## config.mk

```make
export PLATFORM = sky130hd
export DESIGN_NAME = store_tally
export DESIGN_NICKNAME = d
export VERILOG_FILES = /design/src/rtl/store_tally.sv
export SDC_FILE = /design/constraint.sdc
export NUM_CORES = 1
export LEC_CHECK = 0
export CORE_MARGIN = 2
export CORE_UTILIZATION = 35
export CTS_CLUSTER_SIZE = 12
export DETAILED_ROUTE_END_ITERATION = 8
export SYNTH_ARGS = -nofsm -noshare
export SYNTH_HDL_FRONTEND = slang
export SYNTH_SLANG_ARGS = --single-unit
```

## constraint.sdc

```tcl
create_clock -name clk -period 9.3 [get_ports clk]
set_input_delay 0.93 -clock clk [delete_from_list [all_inputs] [get_ports clk]]
set_output_delay 0.93 -clock clk [all_outputs]
set_load 0.05 [all_outputs]
```

## src/rtl/store_tally.sv

```systemverilog
// Checkout accumulator: adds a looked-up two-digit BCD price into a 4-digit BCD
// total one digit per cycle, and keeps a saturating 2-digit BCD item count.
//
// state  | meaning
// IDLE   | waiting for an accepted add edge
// ADD    | adding digit d of the latched price into the working accumulator
// COMMIT | copying accumulator (or 9999 on carry-out) to the visible total
module store_tally (
  input  logic       clk,
  input  logic       rst_n,
  input  logic [2:0] item,
  input  logic       add,
  input  logic       clear,
  output logic [3:0] bcd0,
  output logic [3:0] bcd1,
  output logic [3:0] bcd2,
  output logic [3:0] bcd3,
  output logic [3:0] bcd4,
  output logic [3:0] bcd5,
  output logic       busy,
  output logic       ovf
);

  typedef enum logic [1:0] {IDLE, ADD, COMMIT} state_t;

  state_t      state;
  logic        add_s1, add_s2, add_prev;
  logic        accept;
  logic [7:0]  price_lut;
  logic [7:0]  price;
  logic [15:0] total;
  logic [15:0] acc;
  logic [15:0] acc_upd;
  logic [7:0]  cnt;
  logic [7:0]  cnt_next;
  logic [1:0]  d;
  logic        carry;
  logic [3:0]  acc_dig;
  logic [3:0]  addend;
  logic [4:0]  sum;
  logic [3:0]  dig_next;
  logic        carry_next;

  // Synchroniser is deliberately untouched by clear so a held add is not re-accepted.
  always_ff @(posedge clk or negedge rst_n) begin
    if (!rst_n) begin
      add_s1   <= 1'b0;
      add_s2   <= 1'b0;
      add_prev <= 1'b0;
    end else begin
      add_s1   <= add;
      add_s2   <= add_s1;
      add_prev <= add_s2;
    end
  end

  assign accept = add_s2 & ~add_prev;

  always_comb begin
    price_lut = 8'h00;
    case (item)
      3'd0: price_lut = 8'h05;
      3'd1: price_lut = 8'h12;
      3'd2: price_lut = 8'h20;
      3'd3: price_lut = 8'h35;
      3'd4: price_lut = 8'h49;
      3'd5: price_lut = 8'h60;
      3'd6: price_lut = 8'h75;
      3'd7: price_lut = 8'h99;
      default: price_lut = 8'h00;
    endcase
  end

  always_comb begin
    acc_dig = 4'd0;
    addend  = 4'd0;
    case (d)
      2'd0: begin acc_dig = acc[3:0];   addend = price[3:0]; end
      2'd1: begin acc_dig = acc[7:4];   addend = price[7:4]; end
      2'd2: acc_dig = acc[11:8];
      2'd3: acc_dig = acc[15:12];
      default: acc_dig = 4'd0;
    endcase
    sum = {1'b0, acc_dig} + {1'b0, addend} + {4'd0, carry};
    if (sum > 5'd9) begin
      dig_next   = sum[3:0] + 4'd6;
      carry_next = 1'b1;
    end else begin
      dig_next   = sum[3:0];
      carry_next = 1'b0;
    end
  end

  always_comb begin
    acc_upd = acc;
    case (d)
      2'd0: acc_upd[3:0]   = dig_next;
      2'd1: acc_upd[7:4]   = dig_next;
      2'd2: acc_upd[11:8]  = dig_next;
      2'd3: acc_upd[15:12] = dig_next;
      default: acc_upd = acc;
    endcase
  end

  always_comb begin
    cnt_next = cnt;
    if (cnt == 8'h99)
      cnt_next = cnt;
    else if (cnt[3:0] == 4'd9)
      cnt_next = {cnt[7:4] + 4'd1, 4'd0};
    else
      cnt_next = {cnt[7:4], cnt[3:0] + 4'd1};
  end

  always_ff @(posedge clk or negedge rst_n) begin
    if (!rst_n) begin
      state <= IDLE;
      price <= 8'h00;
      total <= 16'h0000;
      acc   <= 16'h0000;
      cnt   <= 8'h00;
      d     <= 2'd0;
      carry <= 1'b0;
      busy  <= 1'b0;
      ovf   <= 1'b0;
    end else if (clear) begin
      state <= IDLE;
      total <= 16'h0000;
      acc   <= 16'h0000;
      cnt   <= 8'h00;
      d     <= 2'd0;
      carry <= 1'b0;
      busy  <= 1'b0;
      ovf   <= 1'b0;
    end else begin
      case (state)
        IDLE: begin
          if (accept) begin
            price <= price_lut;
            acc   <= total;
            d     <= 2'd0;
            carry <= 1'b0;
            busy  <= 1'b1;
            state <= ADD;
          end
        end
        ADD: begin
          acc   <= acc_upd;
          carry <= carry_next;
          if (d == 2'd3)
            state <= COMMIT;
          else
            d <= d + 2'd1;
        end
        COMMIT: begin
          // Carry out of the thousands digit means the total passed 9999.
          if (carry) begin
            total <= 16'h9999;
            ovf   <= 1'b1;
          end else begin
            total <= acc;
          end
          cnt   <= cnt_next;
          busy  <= 1'b0;
          state <= IDLE;
        end
        default: begin
          busy  <= 1'b0;
          state <= IDLE;
        end
      endcase
    end
  end

  assign bcd0 = total[3:0];
  assign bcd1 = total[7:4];
  assign bcd2 = total[11:8];
  assign bcd3 = total[15:12];
  assign bcd4 = cnt[3:0];
  assign bcd5 = cnt[7:4];

endmodule

```

# Word-level counts from Yosys, hierarchy flattened
# Memory sizes are Yosys's and may differ from the RTL's. A register that Yosys moved wholly into a read port is not among the register bits.
# Cells that the tools add are included.
# Widths: inputs -> output; s select.
dict set report totals {
  register_bits 50
  latch_bits 0
  ram_bits 0
  mem_bits_ro 64
  mem_count 1
}
# name depth width rd rd_ports_with_merged_regs write_ports line
set memory_table {}
lappend memory_table {{(name not given)} 8 8 1 1 0 61} ;# case (item)
dict set report op_classes {
  addsub 6
  mul 0
  div 0
  n_lt_le_gt_ge 1
  n_eq_ne 15
  n_shift 0
  mux 35
  bitwise_logic 3
  reduce_logical 19
}
# operator n
set op_table {}
lappend op_table {{$mux 16} 5}
lappend op_table {{$mux 8} 4}
lappend op_table {{$pmux 16 s2} 1}
lappend op_table {{$reduce_and 3->1} 7}
lappend op_table {{$mux 4} 5}
lappend op_table {{$ne 3x3->1 const B} 6}
lappend op_table {{$pmux 4 s4} 1}
lappend op_table {{$mux 2} 6}
lappend op_table {{$reduce_and 2->1} 5}
lappend op_table {{$add 4x1->4 const B} 2}
lappend op_table {{$eq 8x8->1 const B} 1}
lappend op_table {{$mux 1} 8}
lappend op_table {{$pmux 2 s2} 2}
lappend op_table {{$pmux 4 s2} 1}
lappend op_table {{$eq 2x2->1 const B} 3}
lappend op_table {{$reduce_bool 2->1} 3}
lappend op_table {{$add 4x4->5} 1}
lappend op_table {{$add 5x1->5} 1}
lappend op_table {{$gt 5x4->1 const B} 1}
lappend op_table {{$add 4x3->4 const B} 1}
lappend op_table {{$eq 2x1->1 const B} 2}
lappend op_table {{$eq 4x4->1 const B} 1}
lappend op_table {{$logic_not 2->1} 2}
lappend op_table {{$ne 2x2->1 const B} 2}
lappend op_table {{6 further kinds} 8}

# Logic depth before layout (Yosys ltp)
dict set report logic_depth {
  ltp_word 9
  depth_mapped 14
}

# Least setup slack after synthesis
# No wires, ideal clock.
dict set report synth_path {
  kind {reg-to-reg}
  start {reg d[1]}
  end {reg acc[2]}
  arrival_time_ns 3.520
  setup_slack_ns 5.689
  path_stages_with_launch 15
  period_less_slack_ns 3.611
  path_cell_list {dfrtp_1 > inv_1 > ha_1 > clkbuf_1 > a222oi_1 > mux2i_1 > fa_1 > fa_1 > xnor2_1 > ha_1 > nor2b_1 > o41ai_4 > mux2i_1 > or2_4 > o31ai_2}
}
dict set report synth_between {
  elab_chain_cells 9
  elab_cells_between_ends 16
}
# item line
set synth_rtl {}
lappend synth_rtl {{from (decl)} 36} ;# logic [1:0] d;
lappend synth_rtl {{from (signal assigned)} 153} ;# d <= d + 2'd1;
lappend synth_rtl {{$eq 2x2->1, or another cell as far along} 77} ;# case (d)
lappend synth_rtl {{$pmux 4 s4 or $pmux 4 s2 (tied branches)} 77}
lappend synth_rtl {{$add 4x4->5} 84} ;# sum = {1'b0, acc_dig} + {1'b0, addend} + {4'd0, carry};
lappend synth_rtl {{$add 5x1->5} 84}
lappend synth_rtl {{$add 4x3->4 or $gt 5x4->1 (tied branches)} {86, 85}}
lappend synth_rtl {{$mux 4} 85} ;# if (sum > 5'd9) begin
lappend synth_rtl {{$mux 4} 96} ;# case (d)
lappend synth_rtl {{$pmux 16 s2} 136} ;# case (state)
lappend synth_rtl {{$mux 16} 126} ;# end else if (clear) begin
lappend synth_rtl {{to (signal assigned)} 140} ;# acc <= total;
lappend synth_rtl {{to (signal assigned)} 148} ;# acc <= acc_upd;
lappend synth_rtl {{to (decl)} 32} ;# logic [15:0] acc;
# Several ways; a longest one is shown, not always the timed one. The select of a mux whose other input is x is not followed.
# A chain may end at the register's enable or synchronous reset.

# Worst setup path after layout
dict set report layout_path {
  start {reg d[0]}
  end {reg acc[1]}
}
# Same word-level chain as after synthesis.

==> metrics.txt <==
WP data arrival slightly above 4000 ps; Final ANT Viol Nets 0; Worst Max-Slew Pin Slew a little over 800 ps; sequential fraction of the synthesis area 47.9%; clock latency on the worst-skew pair 340 ps; CP top delay family adder cells; Critical Path Sink Type register; slowest stage delay, CP 450 ps; compound-cell area share of the yosys netlist around 16%; Placed Cells 442; Buffers on Ports 32; Final Hold Viols 0; GRT Total Usage 15.2%; Worst Setup Start Kind register; Hold Path Class register to register; Tcrit/Tclk final 42.0%; Async S/R FF share, synth 100%; Setup Skew between 9 and 10 ps; Worst path slowest cell fa_1; drt first pass iters 6; mux contribution to synthesized area 2.31%; Cell Rows 33; worst-path fanout max 5; RSZ-0062 raised after global routing no; grt total ovfl 0; Non-Filler Instances ~460; Final nets 372; final setup fails 0; first-pass GRT wire length between 10000 and 15000 um; syn_nets 343; pin count of the biggest net entering global routing 59; Post-synth EDFFs 0; DR iter-0 viols 142; Slew HR 45.1%; PostCTS Resize Cnt 0; post-synthesis simple-gate area fraction 19.6%; root buffer cell clkbuf_8; fmax 0.256 GHz; P_leak between 1.5 and 2 nW; maximum vdd drop 0.0665 mV; top_reg_cell synth dfrtp_1; DIE HEIGHT just under 100 um; largest family of logic cells by synthesized area simple AND/OR/NAND/NOR gates; synth warn 0; Routed WL 6620 um; Horiz. Die Dim 97.1 um; CTS Buffer Depth 2; # diodes 0; # hold bufs at CTS 0; xor/xnor share of the synthesized area 2.02%; clk sinks 58; die footprint 0.00942 mm2; setup TNS 0 ps; status finished, final reports clean; area growth from synthesis to layout 20.0%; initial antenna violation count 0; vias per inst 5.09; CTS tree done; max-slew violations 0; Cell Pwr Density 167 mW/mm2; # Post-CTS Setup Buffers 0; mean area per synthesized cell 9.50 um2; gpl congestion ~0.84; synthesized cell area about 0.0030 mm2; Cells after Synth around 320; CTS clk-pin slew, worst paths about 70 ps; adder-cell share of the synthesized area 7.51%; H-tree depth 3; final critical-path required period 3900 ps; DP HPWL 4610 um; Seq cells post-synth 58; Yosys cell types 42; Core ar. 0.00830 mm2; Via Count 2330; cts bufs inserted 9; max cap viols 0; vias in the first global route 2285; Initial Util between 30% and 40%; # IOs 33; worst setup path class register to register; CP bufs+invs 1; drt wl/cell 14.5 um; R2R setup slack 5400 ps; Data required, critical path 9530 ps; share of layout cells above drive strength 1 8.22%; DRC Markers 0; crit-path cells inv_1 > ha_1 > a222oi_1 > mux2i_1 > fa_1 > fa_1 > xnor2_1 > ha_1 > nor2b_1 > o41ai_4 > xnor2_1 > nand2_1 > a221oi_1
-- through the flow --
| step | utilization (%) | hold slack, ps | power, mW | area [um2] | setup slack, ps |
|---|---|---|---|---|---|
| 5_1_grt | 43.8 | 360 | 0.638 | 3640 | 5140 |
| 3_3_place_gp | 41.4 | 333 | 0.372 | 3430 | 5540 |
| 2_1_floorplan | - | 331 | 0.347 | 3030 | 5690 |
| 6_report | 43.8 | 351 | 0.608 | 3640 | 5400 |
| 3_5_place_dp | 41.4 | 342 | 0.374 | 3430 | 5410 |
| 4_1_cts | 43.8 | 357 | 0.617 | 3640 | 5390 |
-- power by group --
| group | leakage (nW) | total (mW) | switching, mW | internal [mW] |
|---|---|---|---|---|
| Clock | 0.0986 | 0.239 | 0.101 | 0.138 |
| Combinational | 0.688 | 0.0924 | 0.0557 | 0.0367 |
| Sequential | 0.788 | 0.276 | 0.0111 | 0.265 |
-- kinds of logic (layout without fill, tap and decap cells) --
family,Yosys count,after routing
xor gates and xnor gates,7,7
and+or+nand+nor,124,124
muxes,7,7
buffers and inverters,33,67
adders and majority gates,17,17
DFF,58,58
AOI/OAI and AO/OA,73,73
-- flip-flops by register name, indices dropped and copies added (netlist names), 2 cells and up --
register,count
state,2
price,8
total,16
cnt,8
d,2
acc,16
-- metal layers --
layer | up-vias | wire length, um | global-route usage, %
met4 | 0 | 75 | 5.85
met5 | - | 0 | 0
li1 | 1166 | - | -
met3 | 7 | 328 | 3.96
met1 | 1099 | 3160 | 21.0
met2 | 58 | 3060 | 23.0
-- cells in the mapped netlist, drive strengths merged, types with 4 or more instances --
cell / number / area, um2
dfrtp: 58 / 1450
o21ai: 14 / 70.1
inv: 16 / 60.1
mux2i: 7 / 70.1
a22o: 4 / 35.0
a21oi: 29 / 145
nor2: 27 / 101
nor3: 21 / 105
xor2: 4 / 35.0
ha: 15 / 188
o31ai: 11 / 92.6
nor2b: 4 / 25.0
nand2: 44 / 165
clkbuf: 14 / 52.6
nand2b: 4 / 25.0
nand3b: 5 / 37.5
a222oi: 4 / 40.0
or3: 4 / 25.0
-- worst reg2reg max path, stage by stage (launching register included) --
cell and delay [ps]:
dfrtp_1 410, inv_1 100, ha_1 280, a222oi_1 340
mux2i_1 150, fa_1 450, fa_1 420, xnor2_1 180
ha_1 240, nor2b_1 160, o41ai_4 440, xnor2_1 190
nand2_1 120, a221oi_1 340
-- layout by cell type, fill, tap and decap left out, drive strengths merged, types with 2 or more instances in the layout --
cell / instances
clkinvlp: 2
ha: 15
o21ai: 14
and3: 3
a221oi: 3
a22o: 4
or2: 3
nand4: 2
nor2b: 4
xor2: 4
fa: 2
nand3: 3
clkbuf: 12
inv: 16
xnor2: 3
or3: 4
o31ai: 11
a21oi: 29
clkdlybuf4s50: 31
nand2: 44
nor2: 27
a222oi: 4
nand2b: 4
nor3: 21
nand3b: 5
mux2i: 7
dfrtp: 58
buf: 4
-- cell type report --
| cell class | count | area (um2) |
|---|---|---|
| timing repair buffer | 35 | 338 |
| multi-input combinational | 228 | 1450 |
| inverter | 16 | 60.1 |
| sequential | 58 | 1450 |
| clock inverter | 4 | 50.0 |
| clock buffer | 12 | 155 |
| fill | 801 | 4660 |
| tap | 105 | 131 |
-- final timing paths --
check / start / endpoint / cells after the start
worst min register to register: add_s1 / add_s2 / 0
max in group asynchronous: rst_n / carry / 2
worst max register to register: d[0] / acc[1] / 13
min in group asynchronous: rst_n / add_s1 / 2
worst min-delay path: add_s1 / add_s2 / 0
worst max-delay path: d[0] / acc[1] / 13
(Power assumes the default switching activity.)
